===== src/rtl/cpu.sv =====
// Single-cycle MIPS-subset core with built-in program ROM, 32x32 register file and data RAM.
// Optional feature macro: CPU_BNE_EN (adds bne; without it op 000101 behaves as a NOP).
module cpu #(
    parameter int IMEM_WORDS = 32,
    parameter int DMEM_WORDS = 32
) (
    input  logic        Clock,
    input  logic        Reset,
    output logic [31:0] addr,
    output logic [31:0] result
);

    localparam int IAW = (IMEM_WORDS > 1) ? $clog2(IMEM_WORDS) : 1;
    localparam int DAW = (DMEM_WORDS > 1) ? $clog2(DMEM_WORDS) : 1;

    localparam logic [5:0] OP_RTYPE = 6'b000000;
    localparam logic [5:0] OP_J     = 6'b000010;
    localparam logic [5:0] OP_BEQ   = 6'b000100;
`ifdef CPU_BNE_EN
    localparam logic [5:0] OP_BNE   = 6'b000101;
`endif
    localparam logic [5:0] OP_ADDI  = 6'b001000;
    localparam logic [5:0] OP_LW    = 6'b100011;
    localparam logic [5:0] OP_SW    = 6'b101011;

    localparam logic [5:0] FN_ADD   = 6'b100000;
    localparam logic [5:0] FN_SUB   = 6'b100010;
    localparam logic [5:0] FN_AND   = 6'b100100;
    localparam logic [5:0] FN_OR    = 6'b100101;
    localparam logic [5:0] FN_SLT   = 6'b101010;

    // Fixed program image; unlisted words are zero, which decodes as a NOP.
    function automatic logic [31:0] rom_word(input logic [IAW-1:0] idx);
        logic [31:0] w;
        case (idx)
            IAW'(0):  w = 32'h2001_0005;  // addi $1,$0,5
            IAW'(1):  w = 32'h2002_0003;  // addi $2,$0,3
            IAW'(2):  w = 32'h0022_1820;  // add  $3,$1,$2
            IAW'(3):  w = 32'h0022_2022;  // sub  $4,$1,$2
            IAW'(4):  w = 32'h0022_2824;  // and  $5,$1,$2
            IAW'(5):  w = 32'h0022_3025;  // or   $6,$1,$2
            IAW'(6):  w = 32'h0041_382A;  // slt  $7,$2,$1
            IAW'(7):  w = 32'hAC03_0000;  // sw   $3,0($0)
            IAW'(8):  w = 32'h8C08_0000;  // lw   $8,0($0)
            IAW'(9):  w = 32'h1103_0001;  // beq  $8,$3,+1
            IAW'(10): w = 32'h2009_0001;  // addi $9,$0,1
            IAW'(11): w = 32'h0800_000B;  // j    11
            default:  w = 32'h0000_0000;
        endcase
        return w;
    endfunction

    logic [31:0] pc_r;
    logic [31:0] rf_r   [32];
    logic [31:0] dmem_r [DMEM_WORDS];

    logic [31:0]    instr_s;
    logic [5:0]     op_s;
    logic [5:0]     funct_s;
    logic [4:0]     rs_s;
    logic [4:0]     rt_s;
    logic [4:0]     rd_s;
    logic [31:0]    sext_s;
    logic [31:0]    rs_val_s;
    logic [31:0]    rt_val_s;
    logic [31:0]    ea_s;
    logic [DAW-1:0] dmem_idx_s;
    logic [31:0]    pc4_s;
    logic [31:0]    branch_tgt_s;
    logic [31:0]    diff_s;

    logic [31:0] alu_s;
    logic        reg_we_s;
    logic [4:0]  wr_reg_s;
    logic [31:0] wr_data_s;
    logic        mem_we_s;
    logic [31:0] next_pc_s;

    assign instr_s      = rom_word(pc_r[IAW+1:2]);
    assign op_s         = instr_s[31:26];
    assign rs_s         = instr_s[25:21];
    assign rt_s         = instr_s[20:16];
    assign rd_s         = instr_s[15:11];
    assign funct_s      = instr_s[5:0];
    assign sext_s       = {{16{instr_s[15]}}, instr_s[15:0]};
    // $0 is never written, but forcing zero here keeps reads safe regardless of storage.
    assign rs_val_s     = (rs_s == 5'd0) ? 32'd0 : rf_r[rs_s];
    assign rt_val_s     = (rt_s == 5'd0) ? 32'd0 : rf_r[rt_s];
    assign ea_s         = rs_val_s + sext_s;
    assign dmem_idx_s   = ea_s[DAW+1:2];
    assign pc4_s        = pc_r + 32'd4;
    assign branch_tgt_s = pc4_s + {sext_s[29:0], 2'b00};
    assign diff_s       = rs_val_s - rt_val_s;

    // Decode, ALU, writeback selection and next-PC selection.
    always_comb begin
        alu_s     = 32'd0;
        reg_we_s  = 1'b0;
        wr_reg_s  = 5'd0;
        wr_data_s = 32'd0;
        mem_we_s  = 1'b0;
        next_pc_s = pc4_s;
        case (op_s)
            OP_RTYPE: begin
                wr_reg_s = rd_s;
                case (funct_s)
                    FN_ADD: begin alu_s = rs_val_s + rt_val_s; reg_we_s = 1'b1; end
                    FN_SUB: begin alu_s = diff_s;              reg_we_s = 1'b1; end
                    FN_AND: begin alu_s = rs_val_s & rt_val_s; reg_we_s = 1'b1; end
                    FN_OR:  begin alu_s = rs_val_s | rt_val_s; reg_we_s = 1'b1; end
                    FN_SLT: begin
                        alu_s    = ($signed(rs_val_s) < $signed(rt_val_s)) ? 32'd1 : 32'd0;
                        reg_we_s = 1'b1;
                    end
                    default: begin
                        alu_s    = 32'd0;
                        reg_we_s = 1'b0;
                    end
                endcase
                wr_data_s = alu_s;
            end
            OP_ADDI: begin
                alu_s     = ea_s;
                reg_we_s  = 1'b1;
                wr_reg_s  = rt_s;
                wr_data_s = ea_s;
            end
            OP_LW: begin
                alu_s     = ea_s;
                reg_we_s  = 1'b1;
                wr_reg_s  = rt_s;
                wr_data_s = dmem_r[dmem_idx_s];
            end
            OP_SW: begin
                alu_s    = ea_s;
                mem_we_s = 1'b1;
            end
            OP_BEQ: begin
                alu_s = diff_s;
                if (diff_s == 32'd0) begin
                    next_pc_s = branch_tgt_s;
                end else begin
                    next_pc_s = pc4_s;
                end
            end
`ifdef CPU_BNE_EN
            OP_BNE: begin
                alu_s = diff_s;
                if (diff_s != 32'd0) begin
                    next_pc_s = branch_tgt_s;
                end else begin
                    next_pc_s = pc4_s;
                end
            end
`endif
            OP_J: begin
                next_pc_s = {pc4_s[31:28], instr_s[25:0], 2'b00};
            end
            default: begin
                next_pc_s = pc4_s;
            end
        endcase
    end

    // Program counter.
    always_ff @(posedge Clock or negedge Reset) begin
        if (!Reset) begin
            pc_r <= 32'd0;
        end else begin
            pc_r <= next_pc_s;
        end
    end

    // Register file write port; writes to $0 are dropped.
    always_ff @(posedge Clock or negedge Reset) begin
        if (!Reset) begin
            for (int i = 0; i < 32; i++) begin
                rf_r[i] <= 32'd0;
            end
        end else if (reg_we_s && (wr_reg_s != 5'd0)) begin
            rf_r[wr_reg_s] <= wr_data_s;
        end
    end

    // Data RAM write port.
    always_ff @(posedge Clock or negedge Reset) begin
        if (!Reset) begin
            for (int i = 0; i < DMEM_WORDS; i++) begin
                dmem_r[i] <= 32'd0;
            end
        end else if (mem_we_s) begin
            dmem_r[dmem_idx_s] <= rt_val_s;
        end
    end

    assign addr   = pc_r;
    assign result = alu_s;

endmodule


===== config.mk =====
export PLATFORM = sky130hd
export DESIGN_NAME = cpu
export DESIGN_NICKNAME = d
export VERILOG_FILES = /design/src/rtl/cpu.sv
export SDC_FILE = /design/constraint.sdc
export NUM_CORES = 2
export LEC_CHECK = 0
export ABC_AREA = 0
export BUFFER_PORTS_ARGS = -buffer_cell sky130_fd_sc_hd__buf_2
export CAP_MARGIN = 20
export CORE_MARGIN = 4
export CORE_UTILIZATION = 67
export CTS_BUF_LIST = sky130_fd_sc_hd__clkbuf_8 sky130_fd_sc_hd__clkbuf_16
export DETAILED_ROUTE_END_ITERATION = 10
export HOLD_SLACK_MARGIN = 0.05
export PLACE_DENSITY = 0.82
export RECOVER_POWER = 25
export REMOVE_ABC_BUFFERS = 1
export SLEW_MARGIN = 20
export SYNTH_ARGS = -nofsm -noshare
export SYNTH_HDL_FRONTEND = slang
export SYNTH_SLANG_ARGS = --single-unit

===== constraint.sdc =====
create_clock -name Clock -period 10.31 [get_ports Clock]
set_input_delay 0.5155 -clock Clock [delete_from_list [all_inputs] [get_ports Clock]]
set_output_delay 0.5155 -clock Clock [all_outputs]
set_load 0.005 [all_outputs]

==> impl_metrics.json <==
{
  "status": "finished with violations",
  "failed_checks": "max-capacitance violations, max-slew violations",
  "hold_path.startpoint": "rf_r[699]",
  "pwr_density_cell_mw_per_mm2": 141,
  "routed_wire_length_per_instance_um": 26.7,
  "synth_enable_flop_cells": 0,
  "maximum_operating_frequency_ghz": 0.113,
  "num-nets-final": 6477,
  "portBuffers": 63,
  "critPathArrivalTime_ns": 8.37,
  "reg2reg_setup_slack_ns": 1.77,
  "clock_latency_ns": 0.77,
  "synth-compound-area-share": 0.152,
  "worst_setup_hold_path_clk_slew_ns": 0.06,
  "critical_path.max_fanout": 29,
  "core.rowCount": 113,
  "timing_hold_violations_final": 0,
  "postSynthRegisterBits": 1279,
  "power.static_leakage_nw": 30.6,
  "share_comb_of_total_power": 0.011,
  "finalWorstPathRequiredPeriod_ns": 8.89,
  "slew_margin_rel": -4.40,
  "power_report.internal_total_mw": 7.78,
  "synth-simple-area-share": 0.135,
  "reg2regPathDepth": 23,
  "timing_max_transition_violations_final": 145,
  "fin_skew_ns": 0.0284,
  "clock_tree_from_tritoncts": "yes",
  "place.detailed.instances": 7477,
  "yosys.area_share.adder": 0.0244,
  "drtPass1Iterations": 6,
  "synth-seq-area-share": 0.494,
  "area_of_the_core_region_mm2": 0.0954,
  "dieHeight_um": 319,
  "worst_ir_drop_vdd_v": 0.000198,
  "tightest_slew_ns": 8.10,
  "synthesis_to_layout_area_growth_pct": 8.68,
  "required_ns": 9.79,
  "yosys_warnings": 0,
  "cap_viol_max_count": 1,
  "async_flop_share": 1.00,
  "drt_drc_violations_left": 0,
  "synth_mux_area_frac": 0.136,
  "drt_first_iter_violations": 6621,
  "synthCells": 6613,
  "place.gp.congestion": 1.02,
  "synth.lib_cells_used.distinct": 94,
  "post-route-cell-area_mm2": 0.0703,
  "r2r-end": "addr[12]",
  "cts.path.max_buffers": 3,
  "first_global_vias": 54080,
  "cts.root.buffer_cell": "sky130_fd_sc_hd__clkbuf_16",
  "fp.dieW_um": 319,
  "critical_path_class": "reg -> out",
  "dpl-instance-area_mm2": 0.0659,
  "cts.htree.levels": 4,
  "wirelength_mm": 206,
  "layoutNonFillerInstCount": 7724,
  "route.antenna.remaining_nets": 0,
  "p_clk_frac": 0.483,
  "synth_top_family_by_area": "compound AO/OA/AOI/OAI gates",
  "final_min_period_over_clock_period": 0.862,
  "synth_cell_area_mm2": 0.0647,
  "setup.worst_path.start_class": "register",
  "effective_utilization_at_floorplan": 0.678,
  "total_power_consumption_mw": 9.91,
  "synth_flop_cell": "sky130_fd_sc_hd__dfrtp_1",
  "cts_buffers": 135,
  "hold_path.class": "reg -> reg",
  "fin_tns_setup_ns": 0,
  "routed-via-count": 52987,
  "timing.hold.worst_path_depth": 0,
  "grt_first_pass_wirelength_mm": 317,
  "top_level_ports": 66,
  "switching_power_mw": 2.13,
  "dp.final_hpwl_mm": 126,
  "power.sequential.fraction": 0.507,
  "synth-xor-area-share": 0.0158,
  "antenna_found_initial": 10,
  "critPathCaptureType": "output pin",
  "avgViaCountPerCell": 6.86,
  "syn_area_per_cell_um2": 9.79,
  "tritoncts_num_sinks": 1279,
  "cts.repair.resized": 0,
  "grt_remaining_overflow": 0,
  "holdPathEnd": "rf_r[699]",
  "finalSetupViolCount": 0,
  "largest_net_degree_at_the_start_of_global_routing": 191,
  "global_route.usage.total": 0.406,
  "unrepaired_setup_endpoints_after_global_routing": "false",
  "regToRegStartpoint": "addr[6]",
  "power.share.switching": 0.215,
  "die_area_mm2": 0.102,
  "final_layout_size_suffix_gt1_frac": 0.133
}
-- per-stage QoR --
step                 util  setup WS (ns)  hold slack, ns
global placement    0.691           2.08           0.365
CTS                 0.737           1.55           0.379
global route        0.737           1.05           0.382
detailed placement  0.691           2.03           0.365
finish              0.737           1.42           0.375
floorplan               -         -20.04           0.220
-- power by group through the flow --
| stage | clock network [mW] | logic (mW) | registers (mW) |
|---|---|---|---|
| after floorplan | 0 | 0.000167 | 5.11 |
| after global placement | 0 | 0.105 | 5.11 |
| after detailed placement | 0 | 0.106 | 5.11 |
| after CTS | 4.79 | 0.107 | 5.02 |
| after global routing | 5.02 | 0.124 | 5.02 |
| final | 4.79 | 0.105 | 5.02 |
-- how the worst max path moves through the flow --
stage / start / to / slack [ns] / cells after the start
floorplan: addr[4] / rf_r[706] / -20.04 / 13
global placement: addr[3] / addr[12] / 2.08 / 25
detailed placement: addr[3] / addr[12] / 2.03 / 23
CTS: addr[4] / result[26] / 1.55 / 21
global route: Reset / dmem_r[866] / 1.05 / 2
finish: addr[4] / result[26] / 1.42 / 21
-- registers in the layout (all words and copies together), names as in the netlist --
name and flops:
addr 30, dmem_r 1024, rf_r 225
-- kinds of logic after synthesis --
family | Yosys count
AO/OA/AOI/OAI | 1745
AND/OR/NAND/NOR | 2111
adder cells (fa/ha/maj) | 124
buffers and inverters | 720
flip-flops | 1279
XOR/XNOR | 117
multiplexers | 516
other | 1
-- what timing repair did --
item | 4_1_cts | 5_1_grt
hold endpoints to repair | 140 | 0
setup buffers | 0 | 0
hold buffers | 1 | 0
-- cells in the mapped netlist (28+ instances only) --
| master | count | area [um2] |
|---|---|---|
| sky130_fd_sc_hd__nand2_1 | 1543 | 5790 |
| sky130_fd_sc_hd__dfrtp_1 | 1279 | 32000 |
| sky130_fd_sc_hd__o21ai_0 | 1176 | 5890 |
| sky130_fd_sc_hd__clkbuf_1 | 544 | 2040 |
| sky130_fd_sc_hd__mux4_2 | 283 | 6370 |
| sky130_fd_sc_hd__nor2_1 | 204 | 766 |
| sky130_fd_sc_hd__a21oi_1 | 184 | 921 |
| sky130_fd_sc_hd__mux2i_1 | 159 | 1590 |
| sky130_fd_sc_hd__nand3_1 | 122 | 611 |
| sky130_fd_sc_hd__ha_1 | 119 | 1490 |
| sky130_fd_sc_hd__inv_1 | 110 | 413 |
| sky130_fd_sc_hd__xnor2_1 | 90 | 788 |
| sky130_fd_sc_hd__mux2_2 | 71 | 800 |
| sky130_fd_sc_hd__buf_1 | 42 | 158 |
| sky130_fd_sc_hd__and2_1 | 39 | 244 |
| sky130_fd_sc_hd__nor3_1 | 38 | 190 |
| sky130_fd_sc_hd__o21ai_1 | 38 | 190 |
| sky130_fd_sc_hd__a211oi_1 | 36 | 270 |
| sky130_fd_sc_hd__o211ai_1 | 32 | 240 |
| sky130_fd_sc_hd__nand4_1 | 28 | 175 |
-- cell type report --
class | count | area [um2]
fillers | 6414 | 25100
inverters | 115 | 432
flip-flops and latches | 1279 | 32000
multi-input cells | 4615 | 30400
clock inverters | 71 | 462
repair buffers | 206 | 1540
well taps | 1265 | 1580
diodes | 3 | 7.51
clock buffers | 170 | 3910
-- worst max-delay path, cell delays in order (launching register included) --
cell                       delay [ns]
sky130_fd_sc_hd__dfrtp_1         0.36
sky130_fd_sc_hd__buf_4           0.24
sky130_fd_sc_hd__ha_1            0.59
sky130_fd_sc_hd__nor3b_4         0.64
sky130_fd_sc_hd__buf_4           0.54
sky130_fd_sc_hd__mux2i_1         0.15
sky130_fd_sc_hd__o21ai_0         0.67
sky130_fd_sc_hd__inv_1           0.25
sky130_fd_sc_hd__fa_1            0.58
sky130_fd_sc_hd__inv_1           0.09
sky130_fd_sc_hd__a21oi_1         0.06
sky130_fd_sc_hd__o21bai_1        0.40
sky130_fd_sc_hd__a41oi_1         0.38
sky130_fd_sc_hd__nor4_1          0.68
sky130_fd_sc_hd__a221o_1         0.25
sky130_fd_sc_hd__o21ai_1         0.07
sky130_fd_sc_hd__buf_4           0.22
sky130_fd_sc_hd__or4b_2          0.68
sky130_fd_sc_hd__xnor2_1         0.21
sky130_fd_sc_hd__nor2_1          0.06
sky130_fd_sc_hd__a211o_1         0.30
sky130_fd_sc_hd__buf_2           0.15
-- placed cells by master, fill, tap and decap left out, types with 12 or more instances in the layout --
master                      instances
sky130_fd_sc_hd__a211oi_1          36
sky130_fd_sc_hd__a21o_1            27
sky130_fd_sc_hd__a21oi_1          183
sky130_fd_sc_hd__a221o_1           15
sky130_fd_sc_hd__a22oi_1           27
sky130_fd_sc_hd__a311oi_1          12
sky130_fd_sc_hd__a31oi_1           18
sky130_fd_sc_hd__and2_1            39
sky130_fd_sc_hd__and3_1            16
sky130_fd_sc_hd__buf_2             44
sky130_fd_sc_hd__buf_4            128
sky130_fd_sc_hd__clkbuf_1          20
sky130_fd_sc_hd__clkbuf_16        139
sky130_fd_sc_hd__clkbuf_8          31
sky130_fd_sc_hd__clkinv_2          22
sky130_fd_sc_hd__dfrtp_1         1279
sky130_fd_sc_hd__ha_1             119
sky130_fd_sc_hd__inv_1            145
sky130_fd_sc_hd__mux2_2            71
sky130_fd_sc_hd__mux2i_1          159
sky130_fd_sc_hd__mux4_2           283
sky130_fd_sc_hd__nand2_1         1511
sky130_fd_sc_hd__nand2_2           30
sky130_fd_sc_hd__nand2b_1          17
sky130_fd_sc_hd__nand3_1          121
sky130_fd_sc_hd__nand4_1           28
sky130_fd_sc_hd__nor2_1           201
sky130_fd_sc_hd__nor2b_1           12
sky130_fd_sc_hd__nor3_1            36
sky130_fd_sc_hd__nor4_1            15
sky130_fd_sc_hd__o211ai_1          32
sky130_fd_sc_hd__o21ai_0         1174
sky130_fd_sc_hd__o21ai_2           27
sky130_fd_sc_hd__o21bai_1          18
sky130_fd_sc_hd__o221ai_1          24
sky130_fd_sc_hd__o22ai_1           22
sky130_fd_sc_hd__o31ai_1           13
sky130_fd_sc_hd__or3_1             16
sky130_fd_sc_hd__xnor2_1           85
sky130_fd_sc_hd__xor2_1            26
-- metal layers --
layer | wire length (um) | GRT usage | up-vias
li1 | - | - | 22549
met1 | 75000 | 0.531 | 26205
met2 | 93500 | 0.620 | 3351
met3 | 22600 | 0.0963 | 878
met4 | 14800 | 0.255 | 4
met5 | 27 | 0 | -
Power figures use the tool's default switching activity.
